## src/rtl/program_loader_pkg.sv

```systemverilog
// Shared definitions for the boot/run program loader: state encoding and link control bytes.
package program_loader_pkg;

    typedef enum logic [2:0] {
        StIdle,
        StCount,
        StData,
        StFlush,
        StRun
    } state_e;

    localparam logic [7:0] SYNC_BYTE = 8'hA5;
    localparam logic [7:0] HALT_BYTE = 8'h5A;

endpackage

```

## src/rtl/program_loader_word_assembler.sv

```systemverilog
// Packs an MSB-first byte stream into 32-bit words and watches the gap between bytes.
// word_ready, word and timeout are combinational so the owner can register them on the same edge.
module program_loader_word_assembler #(
    parameter int unsigned TIMEOUT_CYCLES = 1000000
) (
    input  logic        clock,
    input  logic        reset,
    input  logic        clear,
    input  logic        enable,
    input  logic        byte_valid,
    input  logic [7:0]  byte_data,
    output logic        word_ready,
    output logic [31:0] word,
    output logic        timeout
);

    localparam int unsigned GAP_WIDTH = $clog2(TIMEOUT_CYCLES + 1);
    localparam logic [GAP_WIDTH-1:0] GAP_LAST = GAP_WIDTH'(TIMEOUT_CYCLES - 1);

    logic [23:0]          shift_q, shift_d;
    logic [1:0]           index_q, index_d;
    logic [GAP_WIDTH-1:0] gap_q, gap_d;

    // Strobes must not depend on clear: the owner derives clear from them.
    assign word       = {shift_q, byte_data};
    assign word_ready = enable && byte_valid && (index_q == 2'd3);
    assign timeout    = enable && !byte_valid && (gap_q == GAP_LAST);

    always_comb begin
        shift_d = shift_q;
        index_d = index_q;
        gap_d   = gap_q;
        if (clear || !enable) begin
            shift_d = '0;
            index_d = '0;
            gap_d   = '0;
        end else if (byte_valid) begin
            shift_d = word[23:0];
            index_d = index_q + 2'd1;
            gap_d   = '0;
        end else if (gap_q != GAP_LAST) begin
            gap_d = gap_q + 1'b1;
        end
    end

    always_ff @(posedge clock) begin
        if (!reset) begin
            shift_q <= '0;
            index_q <= '0;
            gap_q   <= '0;
        end else begin
            shift_q <= shift_d;
            index_q <= index_d;
            gap_q   <= gap_d;
        end
    end

endmodule

```

## src/rtl/program_loader.sv

```systemverilog
// Boot/run controller: holds the processor in reset while a host streams a program over the
// byte link, writes it to instruction memory, then releases the processor until HALT.
module program_loader
    import program_loader_pkg::*;
#(
    parameter int unsigned ADDR_WIDTH     = 10,
    parameter int unsigned HOLD_CYCLES    = 4,
    parameter int unsigned TIMEOUT_CYCLES = 1000000
) (
    input  logic                  clock,
    input  logic                  reset,
    input  logic                  byte_valid,
    input  logic [7:0]            byte_data,
    output logic                  processor_reset,
    output logic                  imem_write_enable,
    output logic [ADDR_WIDTH-1:0] imem_write_address,
    output logic [31:0]           imem_write_data,
    output logic                  loading,
    output logic                  running,
    output logic                  error,
    output logic [ADDR_WIDTH:0]   words_loaded
);

    localparam logic [32:0] DEPTH = 33'(1) << ADDR_WIDTH;
    localparam int unsigned HOLD_WIDTH = (HOLD_CYCLES > 1) ? $clog2(HOLD_CYCLES) : 1;
    localparam logic [HOLD_WIDTH-1:0] HOLD_LAST = HOLD_WIDTH'(HOLD_CYCLES - 1);

    state_e                  state_q, state_d;
    logic [ADDR_WIDTH:0]     count_q, count_d;
    logic [ADDR_WIDTH:0]     words_q, words_d;
    logic [HOLD_WIDTH-1:0]   hold_q, hold_d;
    logic                    error_q, error_d;
    logic                    we_q, we_d;
    logic [ADDR_WIDTH-1:0]   waddr_q, waddr_d;
    logic [31:0]             wdata_q, wdata_d;
    logic                    prst_q, loading_q, running_q;

    logic        asm_clear, asm_enable, word_ready, timeout;
    logic [31:0] word;

    assign asm_enable = (state_q == StCount) || (state_q == StData);

    program_loader_word_assembler #(
        .TIMEOUT_CYCLES (TIMEOUT_CYCLES)
    ) u_word_assembler (
        .clock      (clock),
        .reset      (reset),
        .clear      (asm_clear),
        .enable     (asm_enable),
        .byte_valid (byte_valid),
        .byte_data  (byte_data),
        .word_ready (word_ready),
        .word       (word),
        .timeout    (timeout)
    );

    always_comb begin
        state_d   = state_q;
        count_d   = count_q;
        words_d   = words_q;
        hold_d    = hold_q;
        error_d   = error_q;
        we_d      = 1'b0;
        waddr_d   = waddr_q;
        wdata_d   = wdata_q;
        asm_clear = 1'b0;

        case (state_q)
            StIdle: begin
                if (byte_valid && byte_data == SYNC_BYTE) begin
                    state_d   = StCount;
                    error_d   = 1'b0;
                    words_d   = '0;
                    asm_clear = 1'b1;
                end
            end
            StCount: begin
                if (timeout) begin
                    state_d   = StIdle;
                    error_d   = 1'b1;
                    asm_clear = 1'b1;
                end else if (word_ready) begin
                    if (word == 32'd0 || {1'b0, word} > DEPTH) begin
                        state_d   = StIdle;
                        error_d   = 1'b1;
                        asm_clear = 1'b1;
                    end else begin
                        // Range check above guarantees N fits in ADDR_WIDTH+1 bits.
                        count_d = word[ADDR_WIDTH:0];
                        state_d = StData;
                    end
                end
            end
            StData: begin
                if (timeout) begin
                    state_d   = StIdle;
                    error_d   = 1'b1;
                    asm_clear = 1'b1;
                end else if (word_ready) begin
                    we_d    = 1'b1;
                    waddr_d = words_q[ADDR_WIDTH-1:0];
                    wdata_d = word;
                    words_d = words_q + 1'b1;
                    if (words_d == count_q) begin
                        state_d = StFlush;
                        hold_d  = '0;
                    end
                end
            end
            StFlush: begin
                if (hold_q == HOLD_LAST) begin
                    state_d = StRun;
                end else begin
                    hold_d = hold_q + 1'b1;
                end
            end
            StRun: begin
                if (byte_valid && byte_data == HALT_BYTE) begin
                    state_d = StIdle;
                end
            end
            default: state_d = StIdle;
        endcase
    end

    always_ff @(posedge clock) begin
        if (!reset) begin
            state_q   <= StIdle;
            count_q   <= '0;
            words_q   <= '0;
            hold_q    <= '0;
            error_q   <= 1'b0;
            we_q      <= 1'b0;
            waddr_q   <= '0;
            wdata_q   <= '0;
            prst_q    <= 1'b1;
            loading_q <= 1'b0;
            running_q <= 1'b0;
        end else begin
            state_q   <= state_d;
            count_q   <= count_d;
            words_q   <= words_d;
            hold_q    <= hold_d;
            error_q   <= error_d;
            we_q      <= we_d;
            waddr_q   <= waddr_d;
            wdata_q   <= wdata_d;
            // Status flags follow the next state so they line up with state_q.
            prst_q    <= (state_d != StRun);
            loading_q <= (state_d == StCount) || (state_d == StData) || (state_d == StFlush);
            running_q <= (state_d == StRun);
        end
    end

    assign processor_reset    = prst_q;
    assign imem_write_enable  = we_q;
    assign imem_write_address = waddr_q;
    assign imem_write_data    = wdata_q;
    assign loading            = loading_q;
    assign running            = running_q;
    assign error              = error_q;
    assign words_loaded       = words_q;

endmodule

```

## config.mk

```make
export PLATFORM = sky130hd
export DESIGN_NAME = program_loader
export DESIGN_NICKNAME = d
export VERILOG_FILES = /design/src/rtl/program_loader_pkg.sv /design/src/rtl/program_loader_word_assembler.sv /design/src/rtl/program_loader.sv
export SDC_FILE = /design/constraint.sdc
export NUM_CORES = 1
export LEC_CHECK = 0
export CORE_MARGIN = 2
export CORE_UTILIZATION = 40
export CTS_CLUSTER_SIZE = 24
export DETAILED_ROUTE_END_ITERATION = 6
export PLACE_DENSITY = 0.72
export RECOVER_POWER = 50
export SLEW_MARGIN = 0
export SYNTH_ARGS = -nofsm -noshare
export SYNTH_HDL_FRONTEND = slang
export SYNTH_SLANG_ARGS = --single-unit
```

## constraint.sdc

```tcl
create_clock -name clock -period 5.8 [get_ports clock]
set_input_delay 1.16 -clock clock [delete_from_list [all_inputs] [get_ports clock]]
set_output_delay 1.16 -clock clock [all_outputs]
set_load 0.05 [all_outputs]
```

-- Word-level counts from Yosys, hierarchy flattened
Index checks and enable logic that the tools add are counted.
- add/sub/neg operators: 4
- magnitude comparators: 1
- equality and inequality tests: 24
- mux-type cells: 32
- bitwise gates (word level): 4
- reductions and logical operators: 26
- operators by type and width (operator ; count):
    11-bit two-way mux ; 3
    32-bit by 11-bit greater-than comparator with 1-bit output, second input constant ; 1
    32-bit logical NOT ; 1
    3-bit two-way mux ; 8
    11-bit case mux with 2 select lines ; 1
    20-bit by 1-bit adder with 20-bit output, second input constant ; 1
    20-bit equality test, second input constant ; 1
    20-bit != test, second input constant ; 1
    3-bit case mux with 5 select lines ; 1
    3-bit by 2-bit equality test with 1-bit output, second input constant ; 4
    11-bit by 1-bit adder with 11-bit output, second input constant ; 1
    11-bit equality test ; 1
    1-bit two-way mux ; 11
    2-bit two-way mux ; 5
    5-bit AND reduction ; 2
    8-bit by 7-bit equality test with 1-bit output, second input constant ; 1
    8-bit equality test, second input constant ; 1
    2-bit != test, second input constant ; 4
    4-bit AND reduction ; 2
    3-bit by 1-bit equality test with 1-bit output, second input constant ; 2
    3-bit equality test, second input constant ; 2
    1-bit logical AND ; 6
    3-bit by 2-bit != test with 1-bit output, second input constant ; 2
    1-bit case mux with 3 select lines ; 2
    14 further kinds ; 27
- flip-flop bits (word level): 120
- bits of input ports: 11
- output and inout bits: 58
- word-level logic and storage cells: 105

-- Depth between registers and ports, before layout
- word-level depth: 10
- gate-level depth with buffers: 10

-- Hierarchy
From an unflattened synthesis, not the netlist that was laid out.
- cell total of the unflattened synthesis: 632
- area total of the unflattened synthesis: 5281.3 um2
- modules (own cells, without submodules) (module ; times used ; cells an instance ; area each (um2) ; seq. area each (um2)):
    program_loader ; 1 ; 426 ; 3370.7 ; 1481.4
    program_loader_word_assembler ; 1 ; 206 ; 1910.6 ; 920.9

-- Worst setup path after synthesis
No wires, ideal clock.
- kind: input port to flip-flop
- from: in byte_data[2]
- to: reg count_q[0]
- setup time: 0.116 ns
- arrival: 2.700 ns
- required time: 5.684 ns
- setup slack: 2.984 ns
- stages: 8
- path buffers: 2
- cell sequence: nor4_1 > nand4_1 > a211oi_1 > and2_1 > clkbuf_1 > buf_4 > mux2i_1 > nor2b_1
- longest elaborated chain between the ends: 4
- elaborated cells between the ends (all ways): 5
- classes of those cells: order compare (1); bitwise (1); reduce/logical (3)
- RTL lines (item ; RTL line ; RTL):
    from (decl) ; program_loader.sv:13 ; input logic [7:0] byte_data,
    32-bit by 11-bit greater-than comparator with 1-bit output or 32-bit logical NOT (tied branches) ; program_loader.sv:83 ; if (word == 32'd0 || {1'b0, word} > DEPTH) begin
    1-bit logical OR * ; program_loader.sv:83 ;
    1-bit NOT (no line) * ; - ;
    4-bit AND reduction (no line) * ; - ;
    to (signal assigned) ; program_loader.sv:141 ; count_q <= count_d;
    to (decl) ; program_loader.sv:29 ; logic [ADDR_WIDTH:0] count_q, count_d;
Every way passes the cells marked *; elsewhere a longest branch is shown, timed or not.
A chain may end at the register's enable or synchronous reset.

-- Worst setup path after layout
- from: in reset
- to: reg u_word_assembler.gap_q[2]
- longest elaborated chain between the ends: 2
- RTL lines (item ; RTL line ; RTL):
    from (decl) ; program_loader.sv:11 ; input logic reset,
    1-bit NOT (no line) ; - ;
    3-bit OR reduction (no line) ; - ;
    to (signal assigned) ; program_loader_word_assembler.sv:54 ; gap_q <= gap_d;
    to (decl) ; program_loader_word_assembler.sv:22 ; logic [GAP_WIDTH-1:0] gap_q, gap_d;
No other way between the ends.

==> impl_metrics.yaml <==
clocking:
  numClockSinks: 120
  htreeDepth: 4
  cts_root_buf: "clkbuf_16"
  cts_tree: "yes"
  ctsResizeCount: 0
  cts_buffers: 17
  worstSkewPairLatency_ns: 0.41
  path_clk_slew_ns: 0.05
  hold_buffers: 0
  cts_setup_buffers: 0
  cts_buffer_depth: 2
placed_design:
  dp_hpwl_um: 8420
  finalWeightedCongestion: 0.868
  port_buffers: 68
critical_path:
  rr_worst_depth: 7
  worst_ep_required_time_ns: 6.13
  cp_max_fo: 73
  critPathCapture: "u_word_assembler.gap_q[2]"
  crit_start: "reset"
  cp-end-kind: "flop"
  r2r_setup_slack_ns: 2.83
  crit_type: "in -> reg"
  crit_chain: "clkbuf_1, o211ai_1, or2_0, nor3_1"
  slowest_delay_ns: 1.83
  cpMaxStageDelayCell: "clkbuf_1"
  arrival_ns: 4.28
  worstSetupStartpointType: "input pin"
  timing.rr.end: "state_q[0]"
  crit-reg2reg-launch: "words_loaded[0]"
sta:
  fmax_ghz: 0.253
  worst-slew-pin-transition_ns: 2.63
  final.min_clock_period_ns: 3.95
  rsz0062_at_grt: "false"
  fin_crit_sh_pct: 68.0
  final_max_slew_viol_count: 74
  setup_tns_ns: 0
  hold_viol: 0
  fin_worst_skew_ns: 0.00705
  relSlewSlack_pct: -75.5
  finalSetupViolCount: 0
floorplan:
  core_area_mm2: 0.0127
  die_w_um: 118
  row_count: 41
  dieArea_mm2: 0.0140
  initial_utilization_pct: 41.2
  io_pins: 69
  die_h_um: 118
job:
  drv_cap: 1
global_routing:
  met1_usage_pct: 23.7
  grt_pass1_wl_um: 20800
  use_met2_pct: 28.7
  grt_overflow: 0
  top_usage_layer: "met2"
  grt_max_degree: 74
  grt_pass1_vias: 4166
  track_usage_pct: 18.2
  grtUsageMet3_pct: 5.21
  antenna_found_initial: 0
route:
  drc: 0
  ant_nets: 0
  routed_wl_um: 12400
  wire_per_inst_um: 14.9
  vias: 4376
  first_pass_iters: 5
  via_per_inst: 5.23
  drt-initial-drc-count: 295
logic_synthesis:
  syn-num-nets: 618
  synth.avg_cell_area_um2: 8.69
  ys.flop_type: "dfxtp_1"
  netlist_instances: 603
  synth_edf_count: 0
  syn-cell-area_mm2: 0.00524
  ys_warn_count: 0
  synth_seq_cells: 120
  ys_types: 52
  ys_async_sr_fraction_pct: 0
  ys_seq_area_share_pct: 45.8
finish:
  nNetsFinal: 666
  antenna_cells: 0
  area_growth_pct: 24.8
  final_common_cell: "dfxtp_1"
  final_util_pct: 51.4
  final_layout_size_suffix_gt1_share_pct: 6.02
  final_cell_mix: "dfxtp_1, nand2_1, nor2_1"
hold_path:
  hold_path_class: "reg -> reg"
power:
  power.density_mw_per_mm2: 283
  p_leak_nw: 2.47
  vdd_drop_max_mv: 0.262
status:
  outcome: "complete, but fails checks"
  violations: "capacitance limit, slew limit"
flip-flops by register name, indices dropped and copies added, names as in the netlist:
register,cells
count_q,11
error,1
hold_q,2
imem_write_address,10
imem_write_data,32
imem_write_enable,1
loading,1
processor_reset,1
running,1
state_q,3
u_word_assembler.gap_q,20
u_word_assembler.index_q,2
u_word_assembler.shift_q,24
words_loaded,11
cell type report:
| cell class | instances | area, um^2 |
|---|---|---|
| Fill cell | 1228 | 6180 |
| Multi-Input combinational cell | 438 | 2660 |
| Sequential cell | 120 | 2400 |
| Timing Repair Buffer | 70 | 684 |
| Clock buffer | 26 | 499 |
| Tap cell | 172 | 215 |
| Clock inverter | 6 | 65.1 |
| Inverter | 4 | 15.0 |
where the power goes:
part	leakage, nW	switching (mW)	total, mW	internal (mW)
Sequential	0.966	0.0000857	0.825	0.825
Clock	0.274	0.352	0.986	0.633
Combinational	1.23	0.0189	0.0370	0.0180
Total	2.47	0.371	1.85	1.48
worst min path at each step:
stage          cells after the start                         start                     to
3_3_place_gp                       2         imem_write_address[6]  imem_write_address[6]
3_5_place_dp                       2         imem_write_address[3]  imem_write_address[3]
6_report                           2         imem_write_address[3]  imem_write_address[3]
2_1_floorplan                      2  u_word_assembler.shift_q[20]    imem_write_data[28]
4_1_cts                            2         imem_write_address[3]  imem_write_address[3]
5_1_grt                            2            imem_write_data[7]     imem_write_data[7]
kinds of logic (layout without fill, tap and decap cells):
| group | after synthesis | in the layout | synth area share [%] |
|---|---|---|---|
| AOI/OAI and AO/OA | 87 | 87 | 11.6 |
| xor gates and xnor gates | 35 | 35 | 5.85 |
| adders and majority gates | 4 | 4 | 0.955 |
| buffers and inverters | 45 | 106 | 3.56 |
| DFF | 120 | 120 | 45.8 |
| muxes | 37 | 37 | 7.07 |
| and+or+nand+nor | 275 | 275 | 25.2 |
layer usage:
layer	up-vias	wire (um)
met2	111	5690
met1	2074	5860
met4	0	232
li1	2169	-
met3	22	661
met5	-	0
cells in the mapped netlist (all sizes together), types with 2 or more instances:
cell type  instances  share of area (%)
nand4             15                2.1
a31oi              5               0.60
nor3b              2               0.29
o211ai             2               0.29
nor2              60                4.3
and4b              3               0.57
nor2b             18                2.1
inv                4               0.29
ha                 4               0.95
xnor2             14                2.3
or4                2               0.36
a21oi             12                1.1
nor3              13                1.2
nand3             16                1.5
dfxtp            120                 46
and3               6               0.72
buf               12                1.2
a211oi             3               0.53
mux2i             37                7.1
o21ai             13                1.2
or2                3               0.36
and4               2               0.36
nand2            109                7.8
nor4              12                1.4
and2               7               0.84
xor2              21                3.5
clkbuf            29                2.1
a21boi            45                6.4
critical path, delay by kind of cell:
kind | cells | cell delay [ns]
AND/OR/NAND/NOR | 2 | 1.00
AO/OA/AOI/OAI | 1 | 0.29
buffers and inverters | 1 | 1.83
through the flow:
step                      area (um^2)  std cells  hold slack (ns)  total power, mW  setup WS, ns
after floorplan                  5240        603            0.453            0.864          2.98
after global placement           5980        804            0.453            0.877          2.15
after detailed placement         5980        804            0.462            0.878          2.03
after CTS                        6540        836            0.470             1.86          2.40
after global routing             6540        836            0.488             1.90          1.50
final                            6540        836            0.461             1.85          1.85
(Power assumes the default switching activity.)
